<file path="src/rtl/seg_scan_monitor.sv">
// Seven-segment scan monitor: watches a multiplexed anode/cathode display bus,
// waits for each digit to settle, decodes the segment pattern back to a hex
// value and reports per-digit status, frame completion and scan errors.
module seg_scan_monitor #(
    parameter int SETTLE_CYCLES  = 4,
    parameter int TIMEOUT_CYCLES = 1048576
) (
    input  logic        clk,
    input  logic        reset,
    input  logic [7:0]  anode,
    input  logic [6:0]  cathode,
    output logic [31:0] digits,
    output logic [7:0]  digit_valid,
    output logic [7:0]  digit_blank,
    output logic        frame_done,
    output logic        err_multi,
    output logic        err_pattern,
    output logic        scan_timeout
);

    localparam logic [7:0]  SETTLE_TERM = 8'(SETTLE_CYCLES);
    localparam logic [19:0] TMO_TERM    = 20'(TIMEOUT_CYCLES - 1);

    typedef enum logic [1:0] {
        IDLE   = 2'd0,
        SETTLE = 2'd1,
        HOLD   = 2'd2
    } state_t;

    state_t      state_reg, state_next;
    logic [7:0]  cnt_reg, cnt_next;
    logic [7:0]  anode_s_reg, anode_p_reg;
    logic [6:0]  cathode_s_reg, cathode_p_reg;
    logic [7:0]  seen_reg;
    logic [19:0] tmo_cnt_reg;
    logic        frame_done_reg;
    logic        err_multi_reg;
    logic        err_pattern_reg;
    logic        scan_timeout_reg;

    logic        changed;
    logic        any_low;
    logic [7:0]  sel;
    logic        single;
    logic        capture;
    logic        capture_digit;
    logic        capture_multi;
    logic        frame_hit;
    logic [3:0]  dec_val;
    logic        dec_legal;
    logic        dec_blank;

    // Input sampling: one register stage, then a copy of the previous sample
    // so stability can be judged on clean registered values. Idle-bus values
    // on reset keep the first post-reset compare from seeing a false change.
    always_ff @(posedge clk) begin
        if (reset) begin
            anode_s_reg   <= 8'hFF;
            cathode_s_reg <= 7'h7F;
            anode_p_reg   <= 8'hFF;
            cathode_p_reg <= 7'h7F;
        end else begin
            anode_s_reg   <= anode;
            cathode_s_reg <= cathode;
            anode_p_reg   <= anode_s_reg;
            cathode_p_reg <= cathode_s_reg;
        end
    end

    assign changed = (anode_s_reg != anode_p_reg) || (cathode_s_reg != cathode_p_reg);
    assign any_low = (anode_s_reg != 8'hFF);
    assign sel     = ~anode_s_reg;
    assign single  = (sel != 8'd0) && ((sel & (sel - 8'd1)) == 8'd0);

    // Scan FSM state and stability counter registers.
    always_ff @(posedge clk) begin
        if (reset) begin
            state_reg <= IDLE;
            cnt_reg   <= 8'd0;
        end else begin
            state_reg <= state_next;
            cnt_reg   <= cnt_next;
        end
    end

    // Next-state logic: settle on a stable digit, capture once, then hold
    // until the bus moves again.
    always_comb begin
        state_next = state_reg;
        cnt_next   = cnt_reg;
        capture    = 1'b0;
        case (state_reg)
            IDLE: begin
                if (any_low) begin
                    state_next = SETTLE;
                    cnt_next   = 8'd1;
                end
            end
            SETTLE: begin
                if (!any_low) begin
                    state_next = IDLE;
                    cnt_next   = 8'd0;
                end else if (changed) begin
                    cnt_next = 8'd1;
                end else if (cnt_reg >= SETTLE_TERM) begin
                    capture    = 1'b1;
                    state_next = HOLD;
                    cnt_next   = 8'd0;
                end else begin
                    cnt_next = cnt_reg + 8'd1;
                end
            end
            HOLD: begin
                if (changed) begin
                    if (any_low) begin
                        state_next = SETTLE;
                        cnt_next   = 8'd1;
                    end else begin
                        state_next = IDLE;
                        cnt_next   = 8'd0;
                    end
                end
            end
            default: begin
                state_next = IDLE;
                cnt_next   = 8'd0;
            end
        endcase
    end

    // Active-low segment decode of the sampled cathode pattern.
    always_comb begin
        dec_val   = 4'h0;
        dec_legal = 1'b1;
        dec_blank = 1'b0;
        case (cathode_s_reg)
            7'h01: dec_val = 4'h0;
            7'h4F: dec_val = 4'h1;
            7'h12: dec_val = 4'h2;
            7'h06: dec_val = 4'h3;
            7'h4C: dec_val = 4'h4;
            7'h24: dec_val = 4'h5;
            7'h20: dec_val = 4'h6;
            7'h0F: dec_val = 4'h7;
            7'h00: dec_val = 4'h8;
            7'h04: dec_val = 4'h9;
            7'h08: dec_val = 4'hA;
            7'h60: dec_val = 4'hB;
            7'h31: dec_val = 4'hC;
            7'h42: dec_val = 4'hD;
            7'h30: dec_val = 4'hE;
            7'h38: dec_val = 4'hF;
            7'h7F: begin
                dec_legal = 1'b0;
                dec_blank = 1'b1;
            end
            default: dec_legal = 1'b0;
        endcase
    end

    assign capture_digit = capture && single;
    assign capture_multi = capture && !single;
    // The current capture's bit is merged before the full-frame compare.
    assign frame_hit     = capture_digit && ((seen_reg | sel) == 8'hFF);

    // Per-digit result registers; only the selected digit changes on a capture.
    generate
        for (genvar gi = 0; gi < 8; gi++) begin : g_digit
            logic [3:0] val_reg;
            logic       valid_reg;
            logic       blank_reg;

            // Update this digit's value and status on its own capture.
            always_ff @(posedge clk) begin
                if (reset) begin
                    val_reg   <= 4'h0;
                    valid_reg <= 1'b0;
                    blank_reg <= 1'b0;
                end else if (capture_digit && sel[gi]) begin
                    if (dec_legal) begin
                        val_reg   <= dec_val;
                        valid_reg <= 1'b1;
                        blank_reg <= 1'b0;
                    end else begin
                        valid_reg <= 1'b0;
                        blank_reg <= dec_blank;
                    end
                end
            end

            assign digits[4*gi +: 4] = val_reg;
            assign digit_valid[gi]   = valid_reg;
            assign digit_blank[gi]   = blank_reg;
        end
    endgenerate

    // Seen mask and frame pulse: a full set of captures pulses once and restarts.
    always_ff @(posedge clk) begin
        if (reset) begin
            seen_reg       <= 8'd0;
            frame_done_reg <= 1'b0;
        end else begin
            frame_done_reg <= frame_hit;
            if (capture_digit) begin
                seen_reg <= frame_hit ? 8'd0 : (seen_reg | sel);
            end
        end
    end

    // Sticky error flags, cleared only by reset.
    always_ff @(posedge clk) begin
        if (reset) begin
            err_multi_reg   <= 1'b0;
            err_pattern_reg <= 1'b0;
        end else begin
            if (capture_multi) begin
                err_multi_reg <= 1'b1;
            end
            if (capture_digit && !dec_legal && !dec_blank) begin
                err_pattern_reg <= 1'b1;
            end
        end
    end

    // Frame watchdog: a completed frame restarts the count and wins over a
    // simultaneous terminal count; otherwise it saturates and flags a timeout.
    always_ff @(posedge clk) begin
        if (reset) begin
            tmo_cnt_reg      <= 20'd0;
            scan_timeout_reg <= 1'b0;
        end else if (frame_hit) begin
            tmo_cnt_reg <= 20'd0;
        end else begin
            if (tmo_cnt_reg != TMO_TERM) begin
                tmo_cnt_reg <= tmo_cnt_reg + 20'd1;
            end
            if ((tmo_cnt_reg + 20'd1 == TMO_TERM) || (tmo_cnt_reg == TMO_TERM)) begin
                scan_timeout_reg <= 1'b1;
            end
        end
    end

    assign frame_done   = frame_done_reg;
    assign err_multi    = err_multi_reg;
    assign err_pattern  = err_pattern_reg;
    assign scan_timeout = scan_timeout_reg;

endmodule
</file>
<file path="config.mk">
export PLATFORM = sky130hd
export DESIGN_NAME = seg_scan_monitor
export DESIGN_NICKNAME = d
export VERILOG_FILES = /design/src/rtl/seg_scan_monitor.sv
export SDC_FILE = /design/constraint.sdc
export NUM_CORES = 1
export LEC_CHECK = 0
export BUFFER_PORTS_ARGS = -buffer_cell sky130_fd_sc_hd__buf_2
export CAP_MARGIN = 20
export CORE_ASPECT_RATIO = 0.8
export CORE_MARGIN = 2
export CORE_UTILIZATION = 52
export CTS_CLUSTER_DIAMETER = 150
export DETAILED_ROUTE_END_ITERATION = 7
export PLACE_DENSITY = 0.81
export SYNTH_ARGS = -nofsm -noshare
export SYNTH_HDL_FRONTEND = slang
export SYNTH_SLANG_ARGS = --single-unit
export TNS_END_PERCENT = 20
</file>
<file path="constraint.sdc">
create_clock -name clk -period 2.23 [get_ports clk]
set_clock_uncertainty 0.15 [all_clocks]
set_input_delay 0.3345 -clock clk [delete_from_list [all_inputs] [get_ports clk]]
set_output_delay 0.3345 -clock clk [all_outputs]
set_load 0.02 [all_outputs]
</file>
**Word level (Yosys, flattened, before mapping)**

Index checks and enable logic that the tools add are counted.
W data, S select, Z words.

- Input port bits: 17
- Register bits: 120
- Output and inout bits: 52
- Word-level logic and storage cells: 133

- Bitwise operators: 4
- Equality and inequality tests: 29
- Mux-type cells: 24
- Order comparisons: 1
- Add/sub/neg operators: 3
- Reduce and logical (&&, ||, !) cells: 36

Operators by type and width:

| kind | number |
|---|---|
| $pmux W4 S15 | 1 |
| $mux W8 | 6 |
| $eq A20 B20 Y1 const B | 2 |
| $eq A7 B6 Y1 const B | 5 |
| $eq A7 B7 Y1 const B | 5 |
| $pmux W8 S3 | 1 |
| $add A20 B1 Y20 const B | 1 |
| $ne A20 B20 Y1 const B | 1 |
| $reduce_and A2 Y1 | 10 |
| $reduce_or A16 Y1 | 1 |
| $eq A7 B3 Y1 const B | 2 |
| $eq A7 B4 Y1 const B | 2 |
| $logic_and A1 B1 Y1 | 14 |
| $mux W1 | 10 |
| $mux W2 | 5 |
| $add A8 B1 Y8 const B | 1 |
| $and A8 B8 Y8 | 1 |
| $eq A8 B8 Y1 const B | 1 |
| $ge A8 B3 Y1 const B | 1 |
| $logic_not A8 Y1 | 1 |
| $ne A8 B8 Y1 | 1 |
| $ne A8 B8 Y1 const B | 1 |
| $not A8 Y8 | 1 |
| $or A8 B8 Y8 | 1 |
| other kinds (17) | 22 |

**Longest topological paths before layout**

Gate-level depths: netlist of the first run.

- Depth in word-level cells: 9
- Depth in mapped cells: 11
- Gate-level depth less buffers: 8

**Worst setup path after synthesis of the first run**

Ideal clock, no wire load.

- Path type: flip-flop to flip-flop
- Start: reg cathode_s_reg[3]
- End: reg g_digit[0].val_reg[3]
- Cell stages (with the launch flop): 10
- Slack: -0.045 ns
- Required time: 1.942 ns
- Arrival time: 1.987 ns
- Library setup time: 0.138 ns
- Path through: dfxtp_1 buf_2 xnor2_1 nand4_1 nor4_2 nand3_1 buf_2 or4b_1 buf_2 mux2i_1

- Longest elaborated chain between the ends: 8
- Elaborated cells on any way between the ends: 27
- Classes of those cells: 16 x eq/ne; 5 x mux; 6 x reduce/logical

RTL lines:

| item | line | RTL |
|---|---|---|
| start: declaration | 33 | `logic [6:0] cathode_s_reg, cathode_p_reg;` |
| start signal: assignment | 64 | `cathode_s_reg <= cathode;` |
| $ne A7 B7 Y1 | 70 | `assign changed = (anode_s_reg != anode_p_reg) \|\| (cathode_s_reg != cathode_p_reg);` |
| $logic_or A1 B1 Y1 | 70 |  |
| $mux W1 | 103 | `end else if (changed) begin` |
| $mux W1 | 100 | `if (!any_low) begin` |
| $mux W1 | 92 | `case (state_reg)` |
| $logic_and A1 B1 Y1 | 161 | `assign capture_digit = capture && single;` |
| $logic_and A1 B1 Y1 | 179 | `end else if (capture_digit && sel[gi]) begin` |
| $reduce_and A2 Y1 (no line) | - |  |
| end signal: assignment | 181 | `val_reg <= dec_val;` |
| end: declaration | 169 | `logic [3:0] val_reg;` |

Parallel ways exist; a longest one is shown, timed or not.
A chain may end at the register's enable or synchronous reset.

**Final worst setup path of the first run**

- Start: reg anode_s_reg[6]
- End: reg seen_reg[5]

- Longest elaborated chain between the ends: 8
- Elaborated cells on any way between the ends: 17
- Classes of those cells: 1 x add/sub; 3 x eq/ne; 4 x mux; 3 x bitwise; 6 x reduce/logical

RTL lines:

| item | line | RTL |
|---|---|---|
| start: declaration | 32 | `logic [7:0] anode_s_reg, anode_p_reg;` |
| start signal: assignment | 63 | `anode_s_reg <= anode;` |
| $not A8 Y8 / $ne A8 B8 Y1 (equally long branches) | 72, 70 |  |
| $sub A8 B1 Y8 / $logic_or A1 B1 Y1 (equally long branches) | 73, 70 |  |
| $and A8 B8 Y8 / $mux W1 (equally long branches) | 73, 103 |  |
| $logic_not A8 Y1 / $mux W1 (equally long branches) | 73, 100 |  |
| $logic_and A1 B1 Y1 / $mux W1 (equally long branches) | 73, 92 |  |
| $logic_and A1 B1 Y1 | 161 |  |
| $logic_and A1 B1 Y1 | 164 | `assign frame_hit = capture_digit && ((seen_reg \| sel) == 8'hFF);` |
| $mux W8 | 205 | `seen_reg <= frame_hit ? 8'd0 : (seen_reg \| sel);` |
| end signal: assignment | 205 |  |
| end: declaration | 34 | `logic [7:0] seen_reg;` |

Parallel ways exist; a longest one is shown, timed or not.

==> flow_summary.yaml, run 1 <==
run_status:
  status: "finished, violations left"
  violations: "setup timing"
drt:
  post_drt_wl_per_cell_microns: 19.63
  viasPerCell: 5.882
  firstDrtPassIters: 7
  first_iter_violations: 680
  vias: 5135
  drc: 0
  wirelength_microns: 17140
  ant_nets: 0
clocking:
  htree_levels: 4
  root_buffer: "clkbuf_16"
  clkTransAtPathRegs_ns: 0.05
  cts_buffers: 17
  clk-insertion-delay-late_ns: 0.43
  cts_tree: "done"
  cts.sinks: 120
  cts_buffer_depth: 2
layout:
  layout.nets: 742
  drive_above_1_share_pct: 38.74
  post-route-util_pct: 73.41
  fillers: 655
  diodes: 0
  largest_reg_flops: 32
  area_growth_pct: 38.36
global_route:
  track_usage_pct: 26.62
  antenna_found_initial: 0
  grt_pass1_vias: 4740
  grt_pass1_wl_microns: 23380
  grt_overflow: 0
  grt_max_degree: 33
floorplan:
  die_h_microns: 95.24
  start_util_pct: 53.06
  num_rows: 33
  die_area_sq_um: 11240
  die_x_microns: 118.1
  boundaryPins: 69
  core_sq_um: 10200
setup_path:
  crit_chain: "buf_6 -> clkinvlp_4 -> buf_4 -> buf_4 -> o22ai_1 -> a221oi_1 -> nand2_1 -> o31ai_2 -> buf_6 -> o21ba_2"
  cp-end-kind: "flip-flop"
  path_buf_inv: 5
  rr_worst_depth: 10
  cpLargestDelayFamily: "compound AO/OA/AOI/OAI gates"
  required_ns: 2.39
  path_max_fanout: 16
  critPathKind: "reg -> reg"
  arrival_ns: 2.62
  reg2reg_from: "anode_s_reg[6]"
  regToRegEndpoint: "seen_reg[5]"
  critPathLaunchType: "flip-flop"
  critical_path.max_stage_delay_ns: 0.37
  slowest_stage: "dfxtp_4"
  r2r_slack_ns: -0.24
synthesis:
  synth_xor_area_share_pct: 5.341
  synthCells: 592
  synth_nets: 613
  syn_avg_cell_area_sq_um: 9.141
  syn_area_sq_um: 5411
  yosysWarningCount: 0
  synth_top_family_by_area: "simple AND/OR/NAND/NOR gates"
  synthSimpleGateAreaFrac_pct: 22.15
  yosysTopAreaCellShare_pct: 44.39
  ys_seq_elements: 120
  yosysMostFrequentCell: "dfxtp_1"
  netlist_top_cells_count: "120 x dfxtp_1, 80 x nand2_1, 48 x mux2i_1"
  synth.mux.area_fraction_pct: 8.879
  synth-compound-area-share_pct: 10.40
  synth-edff-count: 0
  synth_largest_area_cell: "dfxtp_1"
  netlist-cell-type-count: 56
  async_reset_ff_share_pct: 0
  yosysSeqAreaShare_pct: 44.39
  synthAdderAreaFrac_pct: 1.110
  synth_area_leaders: "dfxtp_1 44%, mux2i_1 8.9%, nand2_1 5.5%, xnor2_1 3.9%, or2_2 2.9%"
  synth_flop_cell: "dfxtp_1"
worst_hold_path:
  min_from: "reset"
  hold_path_class: "in -> reg"
  min_path_cells: 2
  hold_end: "g_digit[0].valid_reg"
placement:
  hpwl_microns: 9300
  numPortBuffers: 68
  routabilityCongestion: 0.8844
timing:
  slew_headroom_pct: 42.78
  hold_violations: 0
  max_clock_freq_mhz: 405.1
  finalCritPeriodShare_pct: 110.7
  finalCriticalPeriod_ns: 2.469
  worstMarginPinSlew_ns: 0.8525
  rsz0062_at_grt: "true"
  slew_viol_final: 0
  finalSetupViolCount: 79
  fin_ws_ns: -0.2386
power_and_ir_drop:
  powerDensity_nw_per_um2: 759.8
  p_leak_nw: 3.209
  finalPower_mw: 5.689
  ir_drop_uv: 819.8
run:
  cap_violations: 0
[worst max path at each step]
| stage | startpoint | endpoint | cells past startpoint |
|---|---|---|---|
| after floorplan | cathode_s_reg[1] | g_digit[0].val_reg[3] | 9 |
| after global placement | cathode_s_reg[6] | g_digit[0].val_reg[3] | 6 |
| after detailed placement | anode_s_reg[4] | g_digit[1].val_reg[0] | 7 |
| after CTS | cathode_s_reg[3] | err_pattern | 8 |
| after global routing | anode_s_reg[3] | tmo_cnt_reg[13] | 9 |
| final | anode_s_reg[6] | seen_reg[5] | 10 |
[per-stage QoR]
| step | hold slack (ns) | setup slack (ns) | std cells | instance area, sq um | TNS, ns |
|---|---|---|---|---|---|
| finish | 0.05820 | -0.2386 | 873 | 7487 | -13.48 |
| floorplan | 0.2741 | -0.007843 | 592 | 5425 | -0.05356 |
| global placement | 0.2793 | -0.2829 | 816 | 6208 | -15.52 |
| global route | 0.07410 | -0.3118 | 873 | 7487 | -18.43 |
| detailed placement | 0.2941 | -0.3780 | 816 | 6208 | -22.63 |
| CTS | 0.05513 | -0.09055 | 865 | 7158 | -1.685 |
[area by class of cell]
cell class | count | area (sq um) | area share, %
inverters | 20 | 78.83 | 1.053
flip-flops and latches | 120 | 2449 | 32.70
well taps | 140 | 175.2 | 2.340
multi-input cells | 391 | 2897 | 38.69
repair buffers | 171 | 1246 | 16.64
clock buffers | 25 | 505.5 | 6.751
clock inverters | 6 | 136.4 | 1.822
[report_power, final]
group,internal [mW],switching [mW],leakage (nW)
Clock,2.02,0.994,0.310
Sequential,2.17,0.0563,0.975
Combinational,0.219,0.229,1.92
[routing by layer]
layer  vias up  share of wire [%]  GRT usage (%)
li1       2305                  -              -
met1      2440                 39          32.43
met2       314                 48          45.35
met3        76                8.1          6.220
met4         0                4.8          12.35
met5         -                  0              0
[kinds of logic after synthesis]
| family | after synthesis |
|---|---|
| AOI/OAI and AO/OA | 81 |
| xor gates and xnor gates | 33 |
| adders and majority gates | 5 |
| buffers and inverters | 82 |
| DFF | 120 |
| muxes | 48 |
| and+or+nand+nor | 223 |
[cell usage in the layout (no fill, tap or decap), types with 9 or more instances in the layout]
master | synthesis | final
dfxtp_1 | 120 | 105
nand2_1 | 80 | 77
buf_4 | 18 | 73
buf_2 | 22 | 68
mux2i_1 | 48 | 47
or2_2 | 25 | 25
a21oi_1 | 25 | 24
xnor2_1 | 24 | 22
nor2_1 | 21 | 19
inv_1 | 19 | 18
clkbuf_16 | 0 | 17
nand4_1 | 16 | 16
dlygate4sd3_1 | 0 | 15
dfxtp_4 | 0 | 11
nor3_1 | 17 | 10
buf_6 | 2 | 10
o21ba_2 | 9 | 9
xor2_1 | 9 | 9
[what timing repair did]
| action | 4_1_cts | 5_1_grt |
|---|---|---|
| cloned | 1 | 1 |
| pin swaps | 5 | 11 |
| setup buffers | 2 | 7 |
| hold buffers | 15 | 0 |
| endpoints found under the setup margin | 79 | 78 |
| resized for setup | 40 | 57 |
| hold endpoints to repair | 15 | 0 |
Power figures use the tool's default switching activity.
==> run 2: changes to the inputs <==
--- a/config.mk
+++ b/config.mk
@@ -13,6 +13,7 @@
 export CTS_CLUSTER_DIAMETER = 150
 export DETAILED_ROUTE_END_ITERATION = 7
 export PLACE_DENSITY = 0.81
+export SETUP_SLACK_MARGIN = 0.1
 export SYNTH_ARGS = -nofsm -noshare
 export SYNTH_HDL_FRONTEND = slang
 export SYNTH_SLANG_ARGS = --single-unit
==> run 2 against run 1 <==
Effect of this change:
- largest power group unchanged
- the flow still finishes with violations (setup timing)
- register-to-register slack hardly changed
- combinational power decreased by 8.5%
- via count shrank 5.5%
- global-route usage rose by 1.4 points
- wire length fell by 11%
- sequential power hardly changed
- power down 4.2%
==> flow_summary.yaml, run 2 (synthesis gave the netlist of run 1 again) <==
timing:
  max_clock_freq_mhz: 406.1
  finalCriticalPeriod_ns: 2.463
  fin_ws_ns: -0.2325
  hold_violations: 0
  whs_ns: 0.1335
  slew_viol_final: 0
  slew_headroom_pct: 42.54
  finalCritPeriodShare_pct: 110.4
  worstMarginPinSlew_ns: 0.8562
  finalSetupViolCount: 75
  rsz0062_at_grt: "true"
setup_path:
  critical_path.max_stage_delay_ns: 0.54
  slowest_stage: "or4b_4"
  cp-end-kind: "flip-flop"
  arrival_ns: 2.58
  required_ns: 2.34
  critPathLaunch: "cathode_s_reg[3]"
  critPathKind: "reg -> reg"
  reg2reg_from: "cathode_s_reg[3]"
  path_max_fanout: 7
  crit_top_cell: "buf_6"
  crit_chain: "buf_6 -> xnor2_2 -> nand4_1 -> nor4_4 -> nand3_2 -> buf_6 -> or4b_4 -> mux2i_1"
  cpLargestDelayFamily: "simple AND/OR/NAND/NOR gates"
  critPathLaunchType: "flip-flop"
  path_buf_inv: 2
placement:
  hpwl_microns: 9786
  routabilityCongestion: 0.9402
  numPortBuffers: 68
  dp_cells: 813
global_route:
  grt_pass1_vias: 4718
  grt_pass1_wl_microns: 24120
  grt_max_degree: 43
  antenna_found_initial: 0
  track_usage_pct: 28.05
  grt_overflow: 0
clocking:
  htree_levels: 4
  clkTransAtPathRegs_ns: 0.05
  cts_tree: "done"
  cts.sinks: 120
  root_buffer: "clkbuf_16"
  clk-insertion-delay-late_ns: 0.42
  cts_buffer_depth: 2
  cts_buffers: 17
worst_hold_path:
  hold_path_class: "in -> reg"
  min_from: "reset"
drt:
  dr_wl_met2_microns: 7234
  firstDrtPassIters: 5
  ant_nets: 0
  post_drt_wl_per_cell_microns: 17.61
  drc: 0
  wirelength_microns: 15310
  first_iter_violations: 360
  viasPerCell: 5.587
  route.met3.wl_microns: 1031
  top_layer_used: "met4"
  wl_met1_microns: 6701
  vias: 4855
run_status:
  violations: "setup timing"
  status: "finished, violations left"
layout:
  area_growth_pct: 36.23
  fin_cells: 869
  fillers: 705
  layout.nets: 738
  post-route-util_pct: 72.29
  diodes: 0
  largest_reg_flops: 32
  final_cell_mix: "108 x dfxtp_1, 79 x nand2_1, 72 x buf_4, 68 x buf_2, 48 x mux2i_1"
  layout_commonest_cell: "dfxtp_1"
  regArea_sq_um: 2422
  drive_above_1_share_pct: 38.55
  multiInputGateArea_sq_um: 2865
power_and_ir_drop:
  finalPower_mw: 5.452
  power_frac_comb_pct: 7.5
  swShare_pct: 22.78
  p_clk_share_pct: 51.7
  ir_drop_uv: 669.6
  intPower_mw: 4.210
  powerDensity_nw_per_um2: 739.6
  switchingPower_mw: 1.242
  seqPwrFrac_pct: 40.8
  p_leak_nw: 3.145
floorplan:
  die_h_microns: 95.24
  boundaryPins: 69
  num_rows: 33
  core_sq_um: 10200
  die_x_microns: 118.1
  start_util_pct: 53.06
  die_area_sq_um: 11240
run:
  cap_violations: 0
## run 2: changes by cell type in the layout (fill, tap and decap cells not counted), sizes merged
cell	delta
clkinv	+1
buf	-3
inv	+2
or4	-1
clkinvlp	+3
clkbuf	-5
bufinv	-1
## run 2: timing repair
| action | 4_1_cts | 5_1_grt |
|---|---|---|
| hold endpoints to repair | 15 | 0 |
| pin swaps | 7 | 10 |
| setup endpoints to repair | 78 | 87 |
| hold buffers | 15 | 0 |
| gates resized for setup | 61 | 13 |
| setup buffers | 8 | 1 |
| gates cloned | 1 | 0 |
## run 2: worst paths after layout
path                      endpoint  slack, ns  cells past startpoint
max reg2reg  g_digit[0].val_reg[1]      -0.23                      8
min reg2reg             cnt_reg[5]       0.30                      1
min                      err_multi       0.13                      2
max          g_digit[0].val_reg[1]      -0.23                      8
## run 2: per-layer routing
layer	vias up	global-route usage [%]
met4	0	10.94
met3	33	7.656
met5	-	0
li1	2288	-
met2	219	46.75
met1	2315	35.04
## run 2: layout make-up
| class | instances | area share (%) |
|---|---|---|
| Multi-Input combinational cell | 390 | 38.87 |
| Sequential cell | 120 | 32.86 |
| Timing Repair Buffer | 168 | 16.56 |
| Clock buffer | 20 | 6.331 |
| Tap cell | 140 | 2.376 |
| Clock inverter | 11 | 1.986 |
| Inverter | 20 | 1.018 |
## run 2: through the flow
stage / setup slack [ns] / TNS, ns / cell area (sq um)
2_1_floorplan: -0.0003175 / -0.0009024 / 5456
3_3_place_gp: -0.2466 / -10.95 / 6217
3_5_place_dp: -0.2833 / -14.05 / 6217
4_1_cts: -0.1522 / -4.086 / 7303
5_1_grt: -0.3120 / -16.04 / 7372
6_report: -0.2325 / -9.384 / 7372
## run 2: worst register-to-register path, stage by stage (launching register included)
cell and delay (ns):
dfxtp_4 0.34, buf_6 0.12, xnor2_2 0.15, nand4_1 0.18, nor4_4 0.34, nand3_2 0.16, buf_6 0.17, or4b_4 0.54
mux2i_1 0.15
## run 2: power groups by stage
stage | Clock (mW) | Combinational (mW) | Sequential [mW]
2_1_floorplan | 0 | 0.196 | 2.25
3_3_place_gp | 0 | 0.313 | 2.26
3_5_place_dp | 0 | 0.319 | 2.26
4_1_cts | 2.83 | 0.380 | 2.22
5_1_grt | 2.95 | 0.437 | 2.23
6_report | 2.82 | 0.410 | 2.23
